File: src/rtl/cmos_dvp_tx_if.sv
// DVP pixel bus: frame sync, line valid and pixel byte.
interface cmos_dvp_tx_if;
    logic       cam_vsync;
    logic       cam_href;
    logic [7:0] cam_data;

    modport master (output cam_vsync, cam_href, cam_data);
    modport slave  (input  cam_vsync, cam_href, cam_data);
endinterface

File: src/rtl/cmos_dvp_tx.sv
// DVP test-pattern source: OV5640-style RGB565 byte stream, high byte first.
// Stands in for a camera sensor in front of the capture path.
module cmos_dvp_tx #(
    parameter int unsigned H_PIXEL   = 1024,
    parameter int unsigned V_PIXEL   = 768,
    parameter int unsigned H_BLANK   = 64,
    parameter int unsigned VSYNC_CYC = 32,
    parameter int unsigned V_FRONT   = 128,
    parameter int unsigned V_BACK    = 128
) (
    input  logic                clk,
    input  logic                rst_n,
    input  logic                en,
    input  logic [1:0]          pattern_sel,
    input  logic [15:0]         solid_rgb,
    cmos_dvp_tx_if.master       dvp,
    output logic                frame_done,
    output logic [15:0]         frame_cnt
);

    localparam int unsigned LineBytes = 2 * H_PIXEL;
    localparam int unsigned M0        = (VSYNC_CYC > V_FRONT) ? VSYNC_CYC : V_FRONT;
    localparam int unsigned M1        = (H_BLANK > V_BACK) ? H_BLANK : V_BACK;
    localparam int unsigned M2        = (M0 > M1) ? M0 : M1;
    localparam int unsigned CntMax    = (M2 > LineBytes) ? M2 : LineBytes;
    localparam int unsigned CntW      = (CntMax > 1) ? $clog2(CntMax) : 1;
    localparam int unsigned BarW      = H_PIXEL / 8;
    localparam int unsigned BarCntW   = (BarW > 1) ? $clog2(BarW) : 1;

    typedef enum logic [2:0] {StIdle, StVsync, StVFront, StActive, StHBlank, StVBack} state_e;

    state_e               state_q;
    logic [CntW-1:0]      cnt_q;
    logic [11:0]          x_q;
    logic [10:0]          y_q;
    logic [15:0]          inc_q;
    logic [BarCntW-1:0]   bar_cnt_q;
    logic [2:0]           bar_idx_q;
    logic                 last_line_q;
    logic [1:0]           pat_q;
    logic [15:0]          solid_q;
    logic                 vsync_q;
    logic                 href_q;
    logic [7:0]           data_q;
    logic                 frame_done_q;
    logic [15:0]          frame_cnt_q;

    logic [15:0]          pix;
    logic                 hb_end;
    logic                 vb_last_next;
    logic                 start_frame;

    assign dvp.cam_vsync = vsync_q;
    assign dvp.cam_href  = href_q;
    assign dvp.cam_data  = data_q;
    assign frame_done    = frame_done_q;
    assign frame_cnt     = frame_cnt_q;

    // Pixel value for the current (x, y) under the pattern latched at frame start.
    always_comb begin
        pix = 16'h0000;
        case (pat_q)
            2'd0: begin
                case (bar_idx_q)
                    3'd0:    pix = 16'hFFFF;
                    3'd1:    pix = 16'hFFE0;
                    3'd2:    pix = 16'h07FF;
                    3'd3:    pix = 16'h07E0;
                    3'd4:    pix = 16'hF81F;
                    3'd5:    pix = 16'hF800;
                    3'd6:    pix = 16'h001F;
                    default: pix = 16'h0000;
                endcase
            end
            2'd1:    pix = inc_q;
            2'd2:    pix = (x_q[5] ^ y_q[5]) ? 16'hFFFF : 16'h0000;
            default: pix = solid_q;
        endcase
    end

    // Frame-boundary decodes; frame_done is loaded so it is high during the last V_BACK cycle.
    always_comb begin
        hb_end = (state_q == StHBlank) && (cnt_q == CntW'(H_BLANK - 1));
        if (V_BACK == 1) begin
            vb_last_next = hb_end && last_line_q;
        end else begin
            vb_last_next = (state_q == StVBack) && (cnt_q == CntW'(V_BACK - 2));
        end
        start_frame = en && ((state_q == StIdle) ||
                             ((state_q == StVBack) && (cnt_q == CntW'(V_BACK - 1))));
    end

    // Timing FSM with registered outputs; data register is loaded one byte ahead of the bus.
    always_ff @(posedge clk or negedge rst_n) begin
        if (!rst_n) begin
            state_q      <= StIdle;
            cnt_q        <= '0;
            x_q          <= '0;
            y_q          <= '0;
            inc_q        <= '0;
            bar_cnt_q    <= '0;
            bar_idx_q    <= '0;
            last_line_q  <= 1'b0;
            pat_q        <= '0;
            solid_q      <= '0;
            vsync_q      <= 1'b0;
            href_q       <= 1'b0;
            data_q       <= '0;
            frame_done_q <= 1'b0;
            frame_cnt_q  <= '0;
        end else begin
            frame_done_q <= vb_last_next;
            if (vb_last_next) begin
                frame_cnt_q <= frame_cnt_q + 16'd1;
            end
            case (state_q)
                StIdle: begin
                    vsync_q <= 1'b0;
                    href_q  <= 1'b0;
                    data_q  <= '0;
                end
                StVsync: begin
                    if (cnt_q == CntW'(VSYNC_CYC - 1)) begin
                        state_q <= StVFront;
                        vsync_q <= 1'b0;
                        cnt_q   <= '0;
                    end else begin
                        cnt_q <= cnt_q + CntW'(1);
                    end
                end
                StVFront: begin
                    if (cnt_q == CntW'(V_FRONT - 1)) begin
                        state_q <= StActive;
                        href_q  <= 1'b1;
                        data_q  <= pix[15:8];
                        cnt_q   <= '0;
                    end else begin
                        cnt_q <= cnt_q + CntW'(1);
                    end
                end
                StActive: begin
                    if (cnt_q == CntW'(LineBytes - 1)) begin
                        state_q   <= StHBlank;
                        href_q    <= 1'b0;
                        data_q    <= '0;
                        cnt_q     <= '0;
                        x_q       <= '0;
                        bar_cnt_q <= '0;
                        bar_idx_q <= '0;
                        // Advance y now so the next line's first byte sees the new row.
                        if (y_q == 11'(V_PIXEL - 1)) begin
                            last_line_q <= 1'b1;
                        end else begin
                            y_q <= y_q + 11'd1;
                        end
                    end else begin
                        cnt_q <= cnt_q + CntW'(1);
                        if (!cnt_q[0]) begin
                            // Next byte is the low byte; pixel position steps after it.
                            data_q <= pix[7:0];
                            x_q    <= x_q + 12'd1;
                            inc_q  <= inc_q + 16'd1;
                            if (bar_cnt_q == BarCntW'(BarW - 1)) begin
                                bar_cnt_q <= '0;
                                bar_idx_q <= bar_idx_q + 3'd1;
                            end else begin
                                bar_cnt_q <= bar_cnt_q + BarCntW'(1);
                            end
                        end else begin
                            data_q <= pix[15:8];
                        end
                    end
                end
                StHBlank: begin
                    if (hb_end) begin
                        cnt_q <= '0;
                        if (last_line_q) begin
                            state_q <= StVBack;
                        end else begin
                            state_q <= StActive;
                            href_q  <= 1'b1;
                            data_q  <= pix[15:8];
                        end
                    end else begin
                        cnt_q <= cnt_q + CntW'(1);
                    end
                end
                StVBack: begin
                    if (cnt_q == CntW'(V_BACK - 1)) begin
                        state_q <= StIdle;
                        cnt_q   <= '0;
                    end else begin
                        cnt_q <= cnt_q + CntW'(1);
                    end
                end
                default: state_q <= StIdle;
            endcase
            // Frame start overrides the transitions above and latches the pattern.
            if (start_frame) begin
                state_q     <= StVsync;
                vsync_q     <= 1'b1;
                href_q      <= 1'b0;
                data_q      <= '0;
                cnt_q       <= '0;
                x_q         <= '0;
                y_q         <= '0;
                inc_q       <= '0;
                bar_cnt_q   <= '0;
                bar_idx_q   <= '0;
                last_line_q <= 1'b0;
                pat_q       <= pattern_sel;
                solid_q     <= solid_rgb;
            end
        end
    end

endmodule

File: src/flat_wrapper.sv
// flat-port wrapper written by rule: the top's interface ports become plain ports
module cmos_dvp_tx_flat 
#(
    parameter int unsigned H_PIXEL   = 1024,
    parameter int unsigned V_PIXEL   = 768,
    parameter int unsigned H_BLANK   = 64,
    parameter int unsigned VSYNC_CYC = 32,
    parameter int unsigned V_FRONT   = 128,
    parameter int unsigned V_BACK    = 128
)
  (clk, rst_n, en, pattern_sel, solid_rgb, frame_done, frame_cnt, dvp_cam_vsync, dvp_cam_href, dvp_cam_data);
  cmos_dvp_tx_if dvp_i ();
  input  logic clk;
  input  logic rst_n;
  input  logic en;
  input  logic [1:0] pattern_sel;
  input  logic [15:0] solid_rgb;
  output logic frame_done;
  output logic [15:0] frame_cnt;
  output wire logic [$bits(dvp_i.cam_vsync)-1:0] dvp_cam_vsync;
  output wire logic [$bits(dvp_i.cam_href)-1:0] dvp_cam_href;
  output wire logic [$bits(dvp_i.cam_data)-1:0] dvp_cam_data;
  assign dvp_cam_vsync = dvp_i.cam_vsync;
  assign dvp_cam_href = dvp_i.cam_href;
  assign dvp_cam_data = dvp_i.cam_data;
  cmos_dvp_tx #(.H_PIXEL(H_PIXEL), .V_PIXEL(V_PIXEL), .H_BLANK(H_BLANK), .VSYNC_CYC(VSYNC_CYC), .V_FRONT(V_FRONT), .V_BACK(V_BACK)) u_core (.clk(clk), .rst_n(rst_n), .en(en), .pattern_sel(pattern_sel), .solid_rgb(solid_rgb), .dvp(dvp_i), .frame_done(frame_done), .frame_cnt(frame_cnt));
endmodule
File: config.mk
export PLATFORM = sky130hd
export DESIGN_NAME = cmos_dvp_tx_flat
export DESIGN_NICKNAME = d
export VERILOG_FILES = /design/src/rtl/cmos_dvp_tx_if.sv /design/src/rtl/cmos_dvp_tx.sv /design/src/flat_wrapper.sv
export SDC_FILE = /design/constraint.sdc
export NUM_CORES = 1
export LEC_CHECK = 0
export BUFFER_PORTS_ARGS = -buffer_cell sky130_fd_sc_hd__buf_2
export CAP_MARGIN = 40
export CELL_PAD_IN_SITES_DETAIL_PLACEMENT = 0
export CELL_PAD_IN_SITES_GLOBAL_PLACEMENT = 1
export CORE_MARGIN = 8
export CORE_UTILIZATION = 50
export DETAILED_ROUTE_END_ITERATION = 8
export PLACE_DENSITY = 0.89
export REMOVE_ABC_BUFFERS = 1
export SETUP_SLACK_MARGIN = 0.4
export SYNTH_ARGS = -nofsm -noshare
export SYNTH_HDL_FRONTEND = slang
export SYNTH_SLANG_ARGS = --single-unit
File: constraint.sdc
create_clock -name clk -period 6.4 [get_ports clk]
set_clock_uncertainty 0.05 [all_clocks]
set_input_delay 0.64 -clock clk [delete_from_list [all_inputs] [get_ports clk]]
set_output_delay 0.64 -clock clk [all_outputs]
set_load 0.005 [all_outputs]
[Yosys cells after proc, flatten, opt, wreduce, memory -nomap -nowiden]
Index checks and enable logic that the tools add are counted.
Word-level totals
  bits in registers: 109
  word-level logic and storage cells: 138
  input bits: 21
  ROM bits: 0
  RAM bits: 0
  bits in latches: 0
  memories kept: 0
  output and inout bits: 27
Cells by class
  bitwise logic cells: 1
  mux-type cells: 59
  eq/ne operators: 31
  magnitude comparators: 0
  multipliers: 0
  shift operators: 0
  div/mod/pow operators: 0
  $add $sub $neg: 7
  reduce and logical (&&, ||, !) cells: 25
Operators with widths (count)
  $pmux W16 S7: 1
  $mux W11: 9
  $mux W16: 5
  $mux W12: 4
  $mux W8: 6
  $pmux W16 S3: 1
  $pmux W11 S4: 1
  $mux W3: 12
  $mux W7: 5
  $add A16 B1 Y16 const B: 2
  $pmux W8 S4: 1
  $add A11 B1 Y11 const B: 2
  $eq A11 B7 Y1 const B: 2
  $pmux W3 S6: 1
  $eq A3 B3 Y1 const B: 5
  $add A12 B1 Y12 const B: 1
  $eq A3 B2 Y1 const B: 4
  $ne A3 B1 Y1 const B: 4
  $reduce_and A3 Y1: 4
  $eq A11 B10 Y1 const B: 1
  $eq A11 B11 Y1 const B: 1
  $eq A11 B5 Y1 const B: 1
  $eq A11 B6 Y1 const B: 1
  $mux W1: 11
  other kinds (25): 38

[Logic depth before layout (Yosys ltp)]
Gate-level depths: netlist of run 1.
  depth in word-level cells: 7
  depth in mapped cells: 9
  mapped depth without buffers: 7

[Worst setup path before layout of run 1]
OpenSTA, ideal clock, no wires.
  kind: register to register
  start: reg u_core.cnt_q[7]
  end: reg u_core.href_q, in the netlist u_core.dvp.cam_href
  stages on the path, launching flop included: 7
  period minus slack after synthesis: 2512 ps
  required time: 6254 ps
  setup time: 96 ps
  path slack: 3888 ps
  buffers on the path: 1
  data arrival time: 2366 ps
  path through: dfrtp_1 -> or4_1 -> buf_6 -> or4_4 -> a2111o_1 -> o211a_1 -> a311oi_2
On the way
  word-level cells in the longest chain between the ends: 6
  elaborated cells on any way between the ends: 14
  classes of those cells: 7 x eq/ne; 1 x mux; 6 x reduce/logical
Ends and longest elaborated chain
  start, declared: line cmos_dvp_tx.sv:33  | logic [CntW-1:0] cnt_q;
  start signal, assigned: line cmos_dvp_tx.sv:128  | cnt_q <= cnt_q + CntW'(1);
  start signal, assigned: line cmos_dvp_tx.sv:138  | cnt_q <= cnt_q + CntW'(1);
  start signal, assigned: line cmos_dvp_tx.sv:157  | cnt_q <= cnt_q + CntW'(1);
  $eq A11 B7 Y1: line cmos_dvp_tx.sv:90, cmos_dvp_tx.sv:132
  $logic_and A1 B1 Y1: line cmos_dvp_tx.sv:90  | ((state_q == StVBack) && (cnt_q == CntW'(V_BACK - 1))));
  $logic_or A1 B1 Y1: line cmos_dvp_tx.sv:89  | start_frame = en && ((state_q == StIdle) ||
  $logic_and A1 B1 Y1: line cmos_dvp_tx.sv:89
  $ne A3 B1 Y1 (no source line) (tied with other cells)
  $reduce_and A5 Y1 (no source line)
  end signal, assigned: line cmos_dvp_tx.sv:107  | href_q <= 1'b0;
  end signal, assigned: line cmos_dvp_tx.sv:119  | href_q <= 1'b0;
  end signal, assigned: line cmos_dvp_tx.sv:134  | href_q <= 1'b1;
  end, declared: line cmos_dvp_tx.sv:43  | logic href_q;
Parallel ways exist; a longest one is shown, timed or not.
A chain may end at the register's enable or synchronous reset.

[Worst setup path in the final report of run 1]
  start: reg u_core.cnt_q[0]
  end: reg u_core.cnt_q[9]
On the way
  word-level cells in the longest chain between the ends: 5
  elaborated cells on any way between the ends: 16
  classes of those cells: 1 x add/sub; 4 x eq/ne; 6 x mux; 5 x reduce/logical
Ends and longest elaborated chain
  branches (longest 5 deep; another with $add A11 B1 Y11)
Several ways; the timed one is not identified.

==> flow_summary.yaml, run 1 <==
status:
  status: "finished, final reports clean"
critical_path:
  crit_path_frequent_cell: "nand4_1"
  path_cells: "ha_1, nand4_1, nor3_1, a32oi_1, nand4_1, o311ai_0"
  cp_slowest_cell: "a32oi_1"
  worstSetupPathType: "reg2reg"
  crit_required_ns: 6.62
  crit_fanout: 11
  endpoint_kind: "flop"
  slowest_delay_ns: 0.78
  cp.arrival_ns: 3.38
  start_kind: "flop"
layout:
  layout.cell_area.non_filler_um2: 6200
  layout.nets: 689
  layout_common_cells: "nand2_1, dfrtp_1, buf_2"
  postLayoutCoreUtil_pct: 56.9
  area_growth_pct: 10.6
  antennaDiodeCount: 0
  fin_cells: 801
  layout-drive-gt1-share_pct: 11.8
  fillers: 980
  layout_commonest_cell: "nand2_1"
pwr:
  power.density_nw_per_um2: 179
  p_sw_share_pct: 22.2
  irDropWorstVdd_v: 0.000155
  p_sw_mw: 0.245
  p_leak_nw: 2.79
  finalPower_mw: 1.11
  seqPwrFrac_pct: 58.8
  comb_power_share_pct: 2.0
  p_int_mw: 0.861
  clockPowerShare_pct: 39.2
die:
  rows: 38
  die_x_um: 122
  die_h_um: 122
  io_pins: 48
  die_area_um2: 14900
  core_area_um2: 10900
  start_util_pct: 51.5
place:
  dp_hpwl_um: 9940
  place_inst: 785
  place.gp.congestion: 0.908
  dp_slack_ns: 3.29
  portBuffers: 47
  post_dp_cell_area_um2: 5990
route:
  totalWireLength_um: 13800
  drt.antenna.violating_nets: 0
  drc: 0
  drt_iter0_drc: 468
  num_vias: 4698
  routed_via_density: 5.87
  routedWlPerCell_um: 17.2
  drtPass1Iterations: 4
global_routing:
  grt_pass1_vias: 4491
  grt_overflow: 0
  grt_pass1_wl_um: 22900
  grt_max_degree: 58
  globalRouteTotalUtil_pct: 19.1
  antenna_found_initial: 0
clock_tree:
  cts-root-buf: "clkbuf_8"
  holdBufCountCts: 0
  cts_resized: 0
  path_clk_slew_ns: 0.10
  numCtsBuffers: 9
  cts_tree: "built"
  post_cts_buffers: 0
  clockBufferDepth: 2
  clk_latency_ns: 0.39
  cts_sinks: 103
  h-tree-depth: 3
logic_synthesis:
  synth_seq_cells: 103
  avgSynthCellArea_um2: 9.05
  synthCells: 619
  ys_seq_area_share_pct: 46.0
  synthFlopType: "dfrtp_1"
  synthArstFlopShare_pct: 100
  yosys-top-cells-area: "dfrtp_1, nand2_1, xnor2_1, nor2_1, nand3_1"
  synth-edff-count: 0
  ys_warn_count: 0
  synth_cell_types: 59
  synth_top_area_share_pct: 46.0
  synth_top_area_cell: "dfrtp_1"
  syn_area_um2: 5600
sta:
  drv_slew: 0
  finalCritPeriodShare_pct: 49.4
  setup_tns_ns: 0
  whs_ns: 0.120
  finalSetupViolCount: 0
  rsz0062_at_grt: "no"
  max_freq_mhz: 316
  finalHoldViolations: 0
  worstMarginPinSlew_ns: 0.870
  finalCriticalPeriod_ns: 3.16
  worst_slack_ns: 3.24
  slew_headroom_pct: 42.0
hold_path:
  min_path_type: "in2async"
flow_run:
  cap_violations: 0
-- synthesized netlist by cell type (all sizes together) (3+ instances only) --
cell type	count
a21o	3
a21oi	20
a221o	5
a22o	3
a32oi	4
and2	9
and3	10
and4	6
buf	4
clkbuf	24
dfrtp	103
ha	12
inv	30
mux2i	7
nand2	104
nand2b	6
nand3	32
nand3b	4
nand4	22
nand4b	5
nor2	42
nor2b	4
nor3	11
nor3b	4
nor4	12
o21ai	29
o221ai	10
o22ai	6
o311ai	3
o31ai	5
o32ai	4
or3	7
or4	5
xnor2	27
xor2	12
-- cell type report --
type / count / area [um2] / share of cell area, %
Clock buffer: 12 / 155 / 2.50
Clock inverter: 4 / 52.6 / 0.848
Inverter: 30 / 113 / 1.82
Multi-Input combinational cell: 458 / 2810 / 45.3
Sequential cell: 103 / 2580 / 41.6
Tap cell: 140 / 175 / 2.83
Timing Repair Buffer: 54 / 318 / 5.13
-- worst max-delay path, delay by kind of cell, from the launching register on --
family / cells / cell delay [ns]
fa+ha+maj: 1 / 0.30
simple gates: 3 / 1.00
compound gates: 2 / 1.22
flops: 1 / 0.49
-- layer usage --
metal | routed length, um | GRT usage, % | up-vias
li1 | - | - | 2297
met1 | 6390 | 25.7 | 2276
met2 | 6620 | 30.7 | 112
met3 | 651 | 4.30 | 13
met4 | 144 | 4.70 | 0
met5 | 0 | 0 | -
-- power by group through the flow --
stage / logic (mW) / clock network [mW] / registers [mW]
floorplan: 0.000773 / 0 / 0.663
CTS: 0.0234 / 0.446 / 0.650
finish: 0.0222 / 0.434 / 0.650
global route: 0.0259 / 0.473 / 0.650
detailed placement: 0.0233 / 0 / 0.663
global placement: 0.0205 / 0 / 0.663
-- worst paths after layout --
check | end | from | cells past startpoint | slack (ns)
max | u_core.cnt_q[9] | u_core.cnt_q[0] | 6 | 3.24
max in group asynchronous | u_core.x_q[4] | rst_n | 3 | 5.22
min in group clk | u_core.solid_q[3] | solid_rgb[3] | 3 | 0.38
min | u_core.frame_cnt[4] | rst_n | 1 | 0.12
max reg2reg | u_core.cnt_q[9] | u_core.cnt_q[0] | 6 | 3.24
min reg2reg | u_core.solid_q[6] | u_core.solid_q[6] | 2 | 0.43
-- registers in the layout (all words and copies together) (netlist names), 2 cells and up --
signal and cells:
u_core.bar_cnt_q 7, u_core.solid_q 16, u_core.x_q 6, u_core.y_q 11, u_core.cnt_q 11, u_core.dvp.cam_data 8, u_core.inc_q 16, u_core.pat_q 2
u_core.frame_cnt 16, u_core.state_q 3, u_core.bar_idx_q 3
-- cell families after synthesis --
kind of cell	synth area share (%)
xor gates and xnor gates	6.10
AOI/OAI and AO/OA	14.0
buffers and inverters	4.09
adders and majority gates	2.68
DFF	46.0
muxes	1.45
and+or+nand+nor	25.7
(Power assumes the default switching activity.)
==> inputs of run 2 (changes only) <==
Settings changed: ABC_AREA set to 1, CORE_UTILIZATION 50 to 45, PLACE_DENSITY 0.89 to 0.84.
Clock period 6.4 ns to 3 ns, I/O delays scaled along.
==> flow_summary.yaml, run 2 <==
status:
  status: "finished, final reports clean"
logic_synthesis:
  synthFlopType: "dfrtp_1"
  synth.most_common_cell: "nand2_1"
  ys_warn_count: 0
  synth_cell_types: 40
  yosys.area_share.simple_pct: 34.3
  synth_common_cells: "nand2_1, dfrtp_1, nand3_1, inv_1, nor2_1"
  yosys-top-cells-area: "dfrtp_1, nand2_1, nand3_1, inv_1, xor2_1"
  synth-edff-count: 0
  synth_top_family_by_area: "simple AND/OR/NAND/NOR gates"
  synthCells: 804
  synth_top_area_share_pct: 42.6
  synth_xor_area_share_pct: 5.21
  synth.area.mux_share_pct: 0.166
  avgSynthCellArea_um2: 7.52
  synth_top_area_cell: "dfrtp_1"
  synth_compound_area_share_pct: 7.32
  synthArstFlopShare_pct: 100
  synth_seq_cells: 103
  ys_seq_area_share_pct: 42.6
  synth-adder-area-share_pct: 2.48
  syn_area_um2: 6050
pwr:
  p_leak_nw: 3.38
  p_sw_share_pct: 21.4
  power.density_nw_per_um2: 372
  clockPowerShare_pct: 42.4
  seqPwrFrac_pct: 55.7
  p_sw_mw: 0.534
  p_int_mw: 1.96
  irDropWorstVdd_v: 0.000225
  comb_power_share_pct: 1.9
route:
  drt.antenna.violating_nets: 0
  routed_via_density: 5.08
  totalWireLength_um: 14400
  drtPass1Iterations: 7
  drt_iter0_drc: 384
  routedWlPerCell_um: 14.0
  num_vias: 5228
  drc: 0
die:
  start_util_pct: 45.8
  core_area_um2: 13200
  die_x_um: 132
  io_pins: 48
  die_area_um2: 17400
  die_h_um: 132
  rows: 42
critical_path:
  crit_required_ns: 3.19
  endpoint_kind: "flop"
  start_kind: "flop"
  r2r-start: "u_core.cnt_q[0]"
  worstSetupPathType: "reg2reg"
  crit_fanout: 38
  worstRegToRegCells: 11
  cp.arrival_ns: 2.53
  crit_start: "u_core.cnt_q[0]"
sta:
  setup_tns_ns: 0
  finalHoldViolations: 0
  rsz0062_at_grt: "no"
  slew_headroom_pct: 51.5
  finalSetupViolCount: 0
  drv_slew: 0
  finalCritPeriodShare_pct: 78.0
  finalCriticalPeriod_ns: 2.34
  max_freq_mhz: 427
  worstMarginPinSlew_ns: 0.727
global_routing:
  grt_overflow: 0
  antenna_found_initial: 0
  grt_pass1_vias: 5201
  grt_pass1_wl_um: 25200
  grt_max_degree: 54
  globalRouteTotalUtil_pct: 17.4
clock_tree:
  cts_sinks: 103
  post_cts_buffers: 0
  path_clk_slew_ns: 0.07
  numCtsBuffers: 9
  h-tree-depth: 3
  cts_tree: "built"
  clockBufferDepth: 2
  clk_latency_ns: 0.35
  cts-root-buf: "clkbuf_16"
layout:
  layout_commonest_cell: "nand2_1"
  area_growth_pct: 10.7
  layout.nets: 882
  layout.cell_area.non_filler_um2: 6690
  antennaDiodeCount: 0
  layout_common_cells: "nand2_1, dfrtp_1, nand3_1"
  layout-drive-gt1-share_pct: 13.6
place:
  post_dp_cell_area_um2: 6420
  portBuffers: 47
  place.gp.congestion: 0.879
  dp_hpwl_um: 10700
hold_path:
  hold_path_depth: 3
  min_path_type: "in2reg"
  hp-start: "solid_rgb[6]"
flow_run:
  cap_violations: 0
==> run 2: changes by cell type after synthesis, moves of 10 or more <==
cell / before / now
o21ai_0: 28 / 38
nor2_1: 42 / 62
nand3_1: 31 / 85
nor4_1: 11 / 1
inv_1: 30 / 82
o221ai_1: 10 / 0
xor2_1: 12 / 30
nand2_1: 104 / 249
and3_1: 10 / 0
clkbuf_1: 24 / 3
xnor2_1: 27 / 6
==> run 2: final timing paths <==
kind	to	slack, ns
min reg2reg	u_core.dvp.cam_data[2]	0.42
max in group asynchronous	u_core.cnt_q[0]	1.65
max	u_core.bar_cnt_q[0]	0.66
min	u_core.solid_q[6]	0.1
min in group asynchronous	u_core.frame_cnt[6]	0.49
max reg2reg	u_core.bar_cnt_q[0]	0.66
==> run 2: area by class of cell <==
type	instances	area (um2)
fillers	1303	6500
multi-input cells	589	2990
flip-flops and latches	103	2580
inverters	91	342
repair buffers	55	300
clock buffers	11	233
well taps	176	220
clock inverters	4	23.8
==> run 2: critical path: stages, from the launching register on <==
cell	delay [ns]
dfrtp_2	0.49
ha_1	0.25
nand2_2	0.11
nor2_4	0.06
nand3_1	0.09
nand2_2	0.06
nand2_4	0.33
nand3_1	0.18
nand2_2	0.40
inv_1	0.08
nand2_1	0.07
nand2_1	0.04
==> run 2: power by group through the flow <==
stage	sequential (mW)	combinational, mW	clock (mW)
floorplan	1.42	0.00000209	0
global placement	1.41	0.0477	0
detailed placement	1.41	0.0491	0
CTS	1.39	0.0499	1.10
global route	1.39	0.0547	1.16
finish	1.39	0.0469	1.06
==> run 2: layer usage <==
layer | GRT usage, % | wire length (um) | share of wire, % | up-vias
li1 | - | - | - | 2658
met1 | 23.7 | 7130 | 50 | 2446
met2 | 26.7 | 6340 | 44 | 107
met3 | 2.90 | 665 | 4.6 | 17
met4 | 7.40 | 256 | 1.8 | 0
met5 | 0 | 0 | 0 | -
==> run 2: cells by family (layout without fill, tap and decap cells) <==
logic type | Yosys count | in the layout
AND/OR/NAND/NOR | 465 | 465
flip-flops | 103 | 103
adder cells (fa/ha/maj) | 12 | 12
AO/OA/AOI/OAI | 75 | 75
buffers and inverters | 112 | 161
XOR/XNOR | 36 | 36
multiplexers | 1 | 1
==> run 2: metrics by stage <==
| stage | setup slack, ns | hold slack, ns | std cells | total power [mW] | util, % |
|---|---|---|---|---|---|
| 2_1_floorplan | 0.847 | -0.0456 | 783 | 1.42 | - |
| 3_3_place_gp | 0.622 | 0.356 | 1013 | 1.46 | 48.7 |
| 3_5_place_dp | 0.570 | 0.361 | 1013 | 1.46 | 48.7 |
| 4_1_cts | 0.551 | 0.0857 | 1029 | 2.54 | 50.7 |
| 5_1_grt | 0.441 | 0.117 | 1029 | 2.60 | 50.7 |
| 6_report | 0.659 | 0.0965 | 1029 | 2.49 | 50.7 |
==> run 2: timing repair <==
item	CTS	global route
endpoints found under the setup margin	0	16
hold buffers	1	0
resized for setup	0	1
hold endpoints to repair	50	0
